**src/rtl/sel_led_indicator.sv**
```systemverilog
// sel_led_indicator
//   Debounces a raw front-panel select code and commits it once it has been
//   stable long enough. The committed code drives a registered table value
//   and an N-LED status pattern. Codes that fit one-hot on the LEDs light a
//   single steady LED. Larger codes show their low bits in binary, gated by a
//   free-running blink phase.
// Ports
//   clk     in   1      system clock, rising edge
//   rst     in   1      asynchronous active-high reset
//   sel     in   SEL_W  raw select code, asynchronous to clk
//   out     out  OUT_W  registered VALUE_TABLE entry of the committed code
//   led     out  N_LED  registered status pattern, led[0] = LED0
//   changed out  1      one-cycle pulse when out/led take a newly committed code
module sel_led_indicator #(
  parameter int unsigned SEL_W      = 2,
  parameter int unsigned OUT_W      = 11,
  parameter int unsigned N_LED      = 3,
  parameter int unsigned DEB_CYCLES = 4,
  parameter int unsigned BLINK_DIV  = 8,
  parameter logic [(2**SEL_W)*OUT_W-1:0] VALUE_TABLE = {11'd20, 11'd15, 11'd10, 11'd5}
) (
  input  logic             clk,
  input  logic             rst,
  input  logic [SEL_W-1:0] sel,
  output logic [OUT_W-1:0] out,
  output logic [N_LED-1:0] led,
  output logic             changed
);

  localparam int unsigned CNT_W   = $clog2(DEB_CYCLES) + 1;
  localparam int unsigned BCNT_W  = $clog2(BLINK_DIV) + 1;
  localparam int unsigned EXT_W   = SEL_W + N_LED;
  localparam int unsigned ENTRIES = 2 ** SEL_W;

  localparam logic [CNT_W-1:0]  CNT_LAST   = CNT_W'(DEB_CYCLES - 1);
  localparam logic [BCNT_W-1:0] BLINK_LAST = BCNT_W'(BLINK_DIV - 1);

  typedef enum logic {StStable, StSettle} state_e;

  state_e             state_q, state_d;
  logic [SEL_W-1:0]   sync_q;
  logic [SEL_W-1:0]   sel_s_q;
  logic [SEL_W-1:0]   sel_q, sel_d;
  logic [SEL_W-1:0]   cand_q, cand_d;
  logic [CNT_W-1:0]   cnt_q, cnt_d;
  logic               commit;
  logic               commit_q;
  logic [OUT_W-1:0]   out_q, out_d;
  logic [N_LED-1:0]   led_q, led_d;
  logic               changed_q, changed_d;
  logic [BCNT_W-1:0]  blink_cnt_q, blink_cnt_d;
  logic               blink_ph_q, blink_ph_d;
  logic [EXT_W-1:0]   code_ext;
  logic [OUT_W-1:0]   table_arr [ENTRIES];

  for (genvar k = 0; k < ENTRIES; k++) begin : g_table
    assign table_arr[k] = VALUE_TABLE[k*OUT_W +: OUT_W];
  end

  // State register: synchroniser, debounce FSM, output stage and blink timer.
  always_ff @(posedge clk or posedge rst) begin
    if (rst) begin
      sync_q      <= '0;
      sel_s_q     <= '0;
      sel_q       <= '0;
      cand_q      <= '0;
      cnt_q       <= '0;
      state_q     <= StStable;
      commit_q    <= 1'b0;
      out_q       <= VALUE_TABLE[OUT_W-1:0];
      led_q       <= N_LED'(1);
      changed_q   <= 1'b0;
      blink_cnt_q <= '0;
      blink_ph_q  <= 1'b1;
    end else begin
      sync_q      <= sel;
      sel_s_q     <= sync_q;
      sel_q       <= sel_d;
      cand_q      <= cand_d;
      cnt_q       <= cnt_d;
      state_q     <= state_d;
      commit_q    <= commit;
      out_q       <= out_d;
      led_q       <= led_d;
      changed_q   <= changed_d;
      blink_cnt_q <= blink_cnt_d;
      blink_ph_q  <= blink_ph_d;
    end
  end

  // Next-state logic.
  always_comb begin
    state_d = state_q;
    unique case (state_q)
      StStable: begin
        if (sel_s_q != sel_q) state_d = StSettle;
      end
      StSettle: begin
        if (sel_s_q == sel_q) begin
          state_d = StStable;
        end else if (sel_s_q != cand_q) begin
          state_d = StSettle;
        end else if (cnt_q == CNT_LAST) begin
          state_d = StStable;
        end
      end
    endcase
  end

  // FSM datapath outputs: candidate tracking, settle counter and commit.
  always_comb begin
    cand_d = cand_q;
    cnt_d  = cnt_q;
    sel_d  = sel_q;
    commit = 1'b0;
    unique case (state_q)
      StStable: begin
        if (sel_s_q != sel_q) begin
          cand_d = sel_s_q;
          cnt_d  = '0;
        end
      end
      StSettle: begin
        if (sel_s_q == sel_q) begin
          // Input went back to the committed code: glitch, nothing to do.
        end else if (sel_s_q != cand_q) begin
          cand_d = sel_s_q;
          cnt_d  = '0;
        end else if (cnt_q == CNT_LAST) begin
          sel_d  = cand_q;
          commit = 1'b1;
        end else begin
          cnt_d = cnt_q + CNT_W'(1);
        end
      end
    endcase
  end

  // Output stage: one register behind sel_q, so changed is the delayed commit.
  always_comb begin
    code_ext  = EXT_W'(sel_q);
    out_d     = table_arr[sel_q];
    changed_d = commit_q;
    if (code_ext < EXT_W'(N_LED)) begin
      led_d = N_LED'(1) << sel_q;
    end else begin
      led_d = code_ext[N_LED-1:0] & {N_LED{blink_ph_q}};
    end
  end

  // Free-running blink timer; the phase flips on every wrap.
  always_comb begin
    if (blink_cnt_q == BLINK_LAST) begin
      blink_cnt_d = '0;
      blink_ph_d  = ~blink_ph_q;
    end else begin
      blink_cnt_d = blink_cnt_q + BCNT_W'(1);
      blink_ph_d  = blink_ph_q;
    end
  end

  assign out     = out_q;
  assign led     = led_q;
  assign changed = changed_q;

endmodule

```
**config.mk**
```make
export PLATFORM = sky130hd
export DESIGN_NAME = sel_led_indicator
export DESIGN_NICKNAME = d
export VERILOG_FILES = /design/src/rtl/sel_led_indicator.sv
export SDC_FILE = /design/constraint.sdc
export NUM_CORES = 1
export LEC_CHECK = 0
export CAP_MARGIN = 10
export CORE_MARGIN = 4
export CORE_UTILIZATION = 38
export CTS_CLUSTER_DIAMETER = 200
export DETAILED_ROUTE_END_ITERATION = 16
export GPL_TIMING_DRIVEN = 1
export PLACE_DENSITY = 0.61
export SYNTH_ARGS = -nofsm -noshare
export SYNTH_HDL_FRONTEND = slang
export SYNTH_SLANG_ARGS = --single-unit
```
**constraint.sdc**
```tcl
create_clock -name clk -period 4.1 [get_ports clk]
set_clock_uncertainty 0.15 [all_clocks]
set_input_delay 0.82 -clock clk [delete_from_list [all_inputs] [get_ports clk]]
set_output_delay 0.82 -clock clk [all_outputs]
set_load 0.1 [all_outputs]
```
==> results.yml <==
layout:
  fin_cells: 127
  fillCellCount: 258
  syn2layout_area_growth_pct: 14.86
  fin_nets: 109
  diodes: 0
  seqCellArea_um2: 655.6
  postLayoutCoreUtil: 0.4563
  layout_commonest_cell: "dfrtp_1"
  multi_input_area_um2: 359.1
  final_cell_mix: "dfrtp_1 (22), clkdlybuf4s50_1 (12), inv_1 (10), ha_1 (8), conb_1 (6)"
  drive_gt1_frac: 0.1563
die:
  core-area_um2: 2734
  die_width_um: 61.46
  io_pins: 19
  start_util: 0.3973
  die_h_um: 61.46
  fp-row-count: 19
  fp.dieArea_um2: 3777
sta:
  slew_viol_final: 0
  max_freq_mhz: 341.0
  maxSlewHeadroom: 0.3531
  fin_crit_sh: 0.7153
  setup-tns-final_ps: 0
  rsz0062_at_grt: "false"
  final.min_clock_period_ps: 2933
  final-setup-viol-count: 0
  worst_pin_slew_ps: 967.3
  hold_viol_final: 0
worst_setup_path:
  path_max_fanout: 1
  cp-end-kind: "output port"
  criticalPathCategory: "register to output port"
  critical_path.max_stage_delay_ps: 1120
  required_ps: 3130
  worst_ep_arrival_time_ps: 1960
  crit_slowest_cell: "clkdlybuf4s50_1"
  path_delay_family: "buffers and inverters"
  cp_num_buf_inv: 1
  cp_cell_sequence: "clkdlybuf4s50_1"
  startpoint_type: "register"
pwr:
  power.total_mw: 0.5147
  swShare: 0.3188
  peakVddDrop_mv: 0.3073
  p_leak_nw: 0.6310
  switchingPower_mw: 0.1641
  p_int_mw: 0.3506
  pwr-share-comb: 0.220
  power_density_nw_per_um2: 412.6
  clock_power_share: 0.239
  seqPwrFrac: 0.541
hold_path:
  min_path_type: "register to register"
route:
  wl_met3_um: 113
  via_per_inst: 4.378
  routed_wl_um: 1279
  drt_iter0_markers: 6
  avgRoutedWirePerCell_um: 10.07
  routed.top_layer: "met4"
  m1WireLength_um: 603
  ant_nets: 0
  drt_pre_antenna_iters: 4
  met2_length_um: 541
  num_vias: 556
  drc: 0
grt:
  grt_pass1_wl_um: 2214
  grt_max_degree: 27
  grt_usage: 0.08257
  antenna_found_initial: 0
  grt-ovfl-total: 0
  grt_pass1_vias: 529
place:
  place_hpwl_um: 978.7
  gp_congestion: 0.7074
  dpl.cell_count: 123
  port_buffers: 12
clock_network:
  cts_made_buffers: 3
  postCtsSetupRepairBufs: 0
  htreeDepth: 1
  cts_buffer_depth: 2
  holdBufCountCts: 0
  clk_pin_slew_worst_paths_ps: 130
  cts_sinks: 26
  cts.repair.resized: 0
  insertion_delay_ps: 310
  cts_root_buffer: "clkbuf_4"
  cts_tree: "built"
synth:
  ys_seq_area_frac: 0.6037
  yosysUniqueCellTypes: 23
  synth_area_leaders: "dfrtp_1 (51%), dfstp_2 (9.7%), ha_1 (9.2%)"
  netlist_area_um2: 1086
  synth_top_area_share: 0.5069
  syn_area_per_cell_um2: 13.24
  synth_seq_cells: 26
  synth.largest_area_cell: "dfrtp_1"
  synth_cells: 82
  yosysWarnings: 0
status:
  status: "complete, no violations"
job:
  drv_cap: 0
[through the flow]
stage	hold WS [ps]	cell area, um^2	setup slack [ps]
after floorplan	181.2	1105	1806
after CTS	221.4	1247	1144
after global routing	225.1	1247	1091
after global placement	181.9	1211	1516
final	217.7	1247	1167
after detailed placement	191.0	1211	1513
[area by class of cell]
class	count	area share
Multi-Input combinational cell	44	0.2879
Timing Repair Buffer	12	0.09629
Sequential cell	26	0.5256
Clock buffer	4	0.02909
Tap cell	31	0.03109
Inverter	10	0.03009
[worst paths after layout]
path | end | cells past startpoint | slack (ps) | from
worst max-delay path | led[0] | 1 | 1170 | led[0]$_DFF_PP1_
worst min-delay path | sel_s_q[0]$_DFF_PP0_ | 0 | 220 | sync_q[0]$_DFF_PP0_
worst max register to register | sel_q[1]$_DFFE_PP0P_ | 5 | 2480 | cnt_q[0]$_DFFE_PP0P_
worst min register to register | sel_s_q[0]$_DFF_PP0_ | 0 | 220 | sync_q[0]$_DFF_PP0_
max in group asynchronous | changed$_DFF_PP0_ | 2 | 2380 | rst
min in group asynchronous | blink_cnt_q[0]$_DFF_PP0_ | 2 | 850 | rst
[kinds of logic after synthesis]
group                    count (synthesis)  synth area share
AO/OA/AOI/OAI                            5           0.03226
XOR/XNOR                                 6           0.04839
adder cells (fa/ha/maj)                  8           0.09217
buffers and inverters                   17           0.08295
flip-flops                              26            0.6037
multiplexers                             5           0.05875
other                                    1          0.003453
AND/OR/NAND/NOR                         14           0.07835
[registers in the layout (all words and copies together), names as in the netlist, 2 cells and up]
name	flops
sel_s_q	2
blink_cnt_q	4
cand_q	2
out	4
sel_q	2
led	3
cnt_q	3
sync_q	2
[power by group through the flow]
stage / clock (mW) / combinational [mW] / sequential (mW)
final: 0.123 / 0.113 / 0.279
after global routing: 0.143 / 0.120 / 0.281
after CTS: 0.130 / 0.114 / 0.279
after detailed placement: 0 / 0.114 / 0.284
after global placement: 0 / 0.113 / 0.283
after floorplan: 0 / 0.0639 / 0.320
[synth_stat cells, drive strengths merged]
master,instances
nand4,1
nand2b,1
nor3b,1
buf,7
ha,8
nor2,2
a21o,1
conb,1
or2,1
dfstp,4
mux2,5
inv,10
nand2,3
nand3,4
o21ai,2
nor3,1
a22o,2
dfrtp,22
xor2,2
xnor2,4
[metal layers]
metal	global-route usage	vias up
met5	0	-
met4	0.03636	0
met3	0.04403	2
met2	0.1254	19
met1	0.09711	252
li1	-	283
Power figures use the tool's default switching activity.
==> variant 1: new RTL, same flow settings <==
`SEL_W`: 2 -> 3.
--- a/src/rtl/sel_led_indicator.sv
+++ b/src/rtl/sel_led_indicator.sv
@@ -13,5 +13,5 @@
 //   changed out  1      one-cycle pulse when out/led take a newly committed code
 module sel_led_indicator #(
-  parameter int unsigned SEL_W      = 2,
+  parameter int unsigned SEL_W      = 3,
   parameter int unsigned OUT_W      = 11,
   parameter int unsigned N_LED      = 3,
Ports: changed (resized sel); port bits go from 19 to 20. No check against the original RTL was run, so the function may have changed too.
==> variant 1 against the original RTL <==
  * Via count up 20%
  * Synthesized cell count is 18% higher
  * Clock power up 44%
  * Routed wire length rose by 24%
  * Die area grew 14%
  * Sequential cell count increased by 4
  * Synthesized area increased by 16%
  * Setup slack better by 0.0067 ns
  * Final area is 20% higher
  * Critical path depth did not move
  * Power up 6.5%
  * Critical endpoint unchanged
==> variant 1: results <==
# TYPE chip_impl_metric gauge
chip_impl_metric{name="grt_start_max_net_pins",unit=""} 31
chip_impl_metric{name="irDropWorstVdd",unit="µV"} 182
chip_impl_metric{name="synth_seq_area_share",unit="%"} 60.0
chip_impl_info{name="yosys-top-cells-count",value="sky130_fd_sc_hd__dfrtp_1 (26), sky130_fd_sc_hd__ha_1 (8), sky130_fd_sc_hd__inv_1 (8), sky130_fd_sc_hd__buf_4 (7), sky130_fd_sc_hd__nand2_1 (6)"} 1
chip_impl_metric{name="detailroute.via_count",unit=""} 666
chip_impl_info{name="post_synth_main_area_contributors",value="sky130_fd_sc_hd__dfrtp_1 (52%), sky130_fd_sc_hd__dfstp_2 (8.3%), sky130_fd_sc_hd__ha_1 (7.9%), sky130_fd_sc_hd__buf_4 (4.2%), sky130_fd_sc_hd__mux2_2 (3.6%)"} 1
chip_impl_metric{name="power_switching",unit="mW"} 0.145
chip_impl_metric{name="cts_bufs_inserted",unit=""} 5
chip_impl_metric{name="nNetsFinal",unit=""} 128
chip_impl_metric{name="gp_congestion",unit=""} 0.726
chip_impl_info{name="status",value="completed"} 1
chip_impl_metric{name="h-tree-depth",unit=""} 2
chip_impl_metric{name="filler_cell_count",unit=""} 284
chip_impl_metric{name="synthAdderAreaFrac",unit="%"} 7.94
chip_impl_metric{name="grt_first_pass_wirelength",unit="µm"} 2820
chip_impl_metric{name="layout-drive-gt1-share",unit="%"} 18.1
chip_impl_metric{name="compound_cell_area_share_of_the_yosys_netlist",unit="%"} 4.77
chip_impl_metric{name="clk-insertion-delay-late",unit="ns"} 0.31
chip_impl_metric{name="io_buffer_count",unit=""} 13
chip_impl_metric{name="detail_route.iter0.violations",unit=""} 7
chip_impl_metric{name="max_slew.worst_pin.slew",unit="ns"} 0.967
chip_impl_metric{name="place.detailed.hpwl",unit="µm"} 1100
chip_impl_metric{name="vias_in_the_first_global_route",unit=""} 672
chip_impl_metric{name="clk_pin_slew",unit="ns"} 0.09
chip_impl_metric{name="yosys.area_share.xor_xnor",unit="%"} 5.56
chip_impl_metric{name="total_grt_usage",unit="%"} 9.24
chip_impl_metric{name="synth.lib_cells_used.distinct",unit=""} 25
chip_impl_metric{name="synth.mux.area_fraction",unit="%"} 7.15
chip_impl_info{name="cp_top_family",value="buffers and inverters"} 1
chip_impl_metric{name="leakage_power",unit="nW"} 0.729
chip_impl_metric{name="routed_wire_length_per_instance",unit="µm"} 9.88
[variant 1: metrics by stage]
step	cell area (µm²)	instances	setup WS [ns]	total power [mW]	hold slack [ns]
finish	1490	160	1.17	0.548	0.204
global route	1490	160	1.12	0.578	0.209
CTS	1470	159	1.14	0.555	0.205
detailed placement	1410	151	1.51	0.375	0.186
global placement	1410	151	1.52	0.374	0.181
floorplan	1280	102	1.81	0.369	0.181
[variant 1: final timing paths]
| path | slack [ns] | startpoint | end | cells past startpoint |
|---|---|---|---|---|
| setup / recovery | 1.17 | led[0] | led[0] | 1 |
| hold / removal | 0.20 | changed_d | changed | 0 |
| setup reg to reg | 2.22 | sel_q[0] | sel_q[2] | 4 |
| hold reg to reg | 0.20 | changed_d | changed | 0 |
| max in group asynchronous | 2.65 | rst | out[2] | 3 |
| min in group asynchronous | 0.63 | rst | sync_q[0] | 2 |
[variant 1: kinds of logic (layout without fill, tap and decap cells)]
family,Yosys count,after routing
AOI/OAI and AO/OA,9,9
xor gates and xnor gates,8,8
adders and majority gates,8,8
buffers and inverters,16,30
DFF,30,30
muxes,7,7
other,1,6
and+or+nand+nor,18,18
[variant 1: layout make-up]
type	count	area [µm²]	share of cell area (%)
Sequential cell	30	756	50.6
Multi-Input combinational cell	56	435	29.1
Timing Repair Buffer	14	158	10.6
Clock buffer	7	55.1	3.69
Tap cell	44	55.1	3.69
Inverter	8	30.0	2.01
Clock inverter	1	5.00	0.335
[variant 1: power groups by stage]
| stage | logic, mW | registers, mW | clock network [mW] |
|---|---|---|---|
| 4_1_cts | 0.0594 | 0.310 | 0.185 |
| 5_1_grt | 0.0659 | 0.311 | 0.201 |
| 6_report | 0.0616 | 0.310 | 0.177 |
| 2_1_floorplan | 0.0471 | 0.322 | 0 |
| 3_3_place_gp | 0.0587 | 0.315 | 0 |
| 3_5_place_dp | 0.0593 | 0.316 | 0 |
[variant 1: metal layers]
metal  wire length [µm]  track usage [%]  share of wire [%]
met1                702             9.74                 44
met4                 45             7.77                2.8
met3                116             4.10                7.3
met2                716             14.0                 45
met5                  0                0                  0
==> variant 2: new RTL, same flow settings <==
Made on the original files. Register the output `out` once more; this adds one clock of latency there. The other outputs are not delayed to match. Comments in the files are not updated.
--- a/src/rtl/sel_led_indicator.sv
+++ b/src/rtl/sel_led_indicator.sv
@@ -160,5 +160,7 @@
   end
 
-  assign out     = out_q;
+  always_ff @(posedge clk) begin
+    out <= out_q;
+  end
   assign led     = led_q;
   assign changed = changed_q;
Behaviour: not the same (Yosys sat finds a counterexample within 10 cycles, from zero or initial values and one cycle with rst high).
==> variant 2 against the original RTL <==
  * Routed wire length up 12%
  * Power up 18%
  * Non-clock buffer count unchanged
  * Setup slack better by 0.0067 ns
  * Final area up 7.2%
  * Via count up 5.8%
  * Sequential cell count up 4
  * Synthesized area up 6.1%
  * Critical endpoint unchanged
==> variant 2: results <==
# TYPE chip_impl_metric gauge
chip_impl_info{name="status",value="completed"} 1
chip_impl_metric{name="synth_seq_area_share",unit="%"} 63.8
chip_impl_info{name="cp_top_family",value="buffers and inverters"} 1
chip_impl_metric{name="irDropWorstVdd",unit="µV"} 211
chip_impl_metric{name="initial_antenna_violation_count",unit=""} 0
chip_impl_metric{name="syn_area_per_cell",unit="µm²"} 13.6
chip_impl_metric{name="detail_route.iter0.violations",unit=""} 16
chip_impl_metric{name="leakage_power",unit="nW"} 0.663
chip_impl_metric{name="vias_in_the_first_global_route",unit=""} 634
chip_impl_metric{name="total_grt_usage",unit="%"} 8.97
chip_impl_metric{name="drt_pass1_iterations",unit=""} 4
chip_impl_metric{name="layout-drive-gt1-share",unit="%"} 17.5
chip_impl_metric{name="place_worst_setup_slack",unit="ns"} 1.51
chip_impl_metric{name="detailroute.via_count",unit=""} 588
chip_impl_metric{name="max_cap_violations",unit=""} 0
chip_impl_metric{name="gp_congestion",unit=""} 0.728
chip_impl_info{name="post_synth_main_area_contributors",value="sky130_fd_sc_hd__dfrtp_1 (48%), sky130_fd_sc_hd__dfstp_2 (9.1%), sky130_fd_sc_hd__ha_1 (8.7%), sky130_fd_sc_hd__dfxtp_1 (6.9%), sky130_fd_sc_hd__buf_4 (4.6%)"} 1
chip_impl_metric{name="cts_bufs_inserted",unit=""} 5
chip_impl_metric{name="diodes",unit=""} 0
chip_impl_metric{name="cpPeakStageDelay",unit="ns"} 1.12
chip_impl_info{name="clk_root_buffer_cell",value="sky130_fd_sc_hd__clkbuf_4"} 1
chip_impl_metric{name="io_buffer_count",unit=""} 12
chip_impl_metric{name="clk_pin_slew",unit="ns"} 0.09
chip_impl_metric{name="cp_data_arrival_time",unit="ns"} 1.96
chip_impl_metric{name="h-tree-depth",unit=""} 2
chip_impl_info{name="hold_path_class",value="reg -> reg"} 1
chip_impl_metric{name="filler_cell_count",unit=""} 264
chip_impl_metric{name="routed_wire_length_per_instance",unit="µm"} 10.7
chip_impl_metric{name="slew-limit-headroom",unit="%"} 35.5
chip_impl_metric{name="nNetsFinal",unit=""} 114
chip_impl_metric{name="synth.lib_cells_used.distinct",unit=""} 21
chip_impl_metric{name="vias_per_cell",unit=""} 4.39
chip_impl_metric{name="grt_first_pass_wirelength",unit="µm"} 2620
chip_impl_metric{name="place.detailed.hpwl",unit="µm"} 1030
chip_impl_metric{name="synth_top_cell_area_share",unit="%"} 47.8
chip_impl_metric{name="placed_cell_count",unit=""} 126
chip_impl_metric{name="async_sr_flop_fraction",unit="%"} 86.7
chip_impl_info{name="cpMaxStageDelayCell",value="sky130_fd_sc_hd__clkdlybuf4s50_1"} 1
## variant 2: through the flow
step | hold WS [ns] | cell area, µm²
floorplan | 0.174 | 1170
global placement | 0.176 | 1280
detailed placement | 0.178 | 1280
CTS | 0.198 | 1340
global route | 0.206 | 1340
finish | 0.197 | 1340
## variant 2: area by class of cell
class,instances,area (µm²),area share (%)
multi-input cells,43,345,25.8
flip-flops and latches,30,736,55.0
inverters,10,37.5,2.81
repair buffers,12,120,8.98
well taps,31,38.8,2.90
clock inverters,1,5.00,0.374
clock buffers,7,55.1,4.12
## variant 2: logic make-up after synthesis
logic type / share of synthesized area, %
adders and majority gates: 8.69
and+or+nand+nor: 5.76
DFF: 63.8
muxes: 5.21
AOI/OAI and AO/OA: 3.80
buffers and inverters: 7.82
other: 0.325
xor gates and xnor gates: 4.56
## variant 2: final timing paths
path	cells past startpoint	startpoint	slack (ns)	end
max	1	led[0]	1.17	led[0]
min	0	out_q[3]	0.20	out[3]
max reg2reg	4	sel_q[0]	2.45	sel_q[0]
min reg2reg	0	out_q[3]	0.20	out[3]
max in group asynchronous	2	rst	2.36	cnt_q[0]
min in group asynchronous	2	rst	0.87	blink_cnt_q[1]
## variant 2: layer usage
metal | GRT usage, % | part of all wire, %
met5 | 0 | 0
met4 | 5.79 | 1.9
met3 | 5.51 | 7.6
met2 | 14.2 | 48
met1 | 8.70 | 42
## variant 2: power by group
group	leakage (nW)	internal, mW	switching [mW]
combinational	0.268	0.0276	0.0862
sequential	0.359	0.312	0.00838
clock	0.0353	0.0830	0.0920
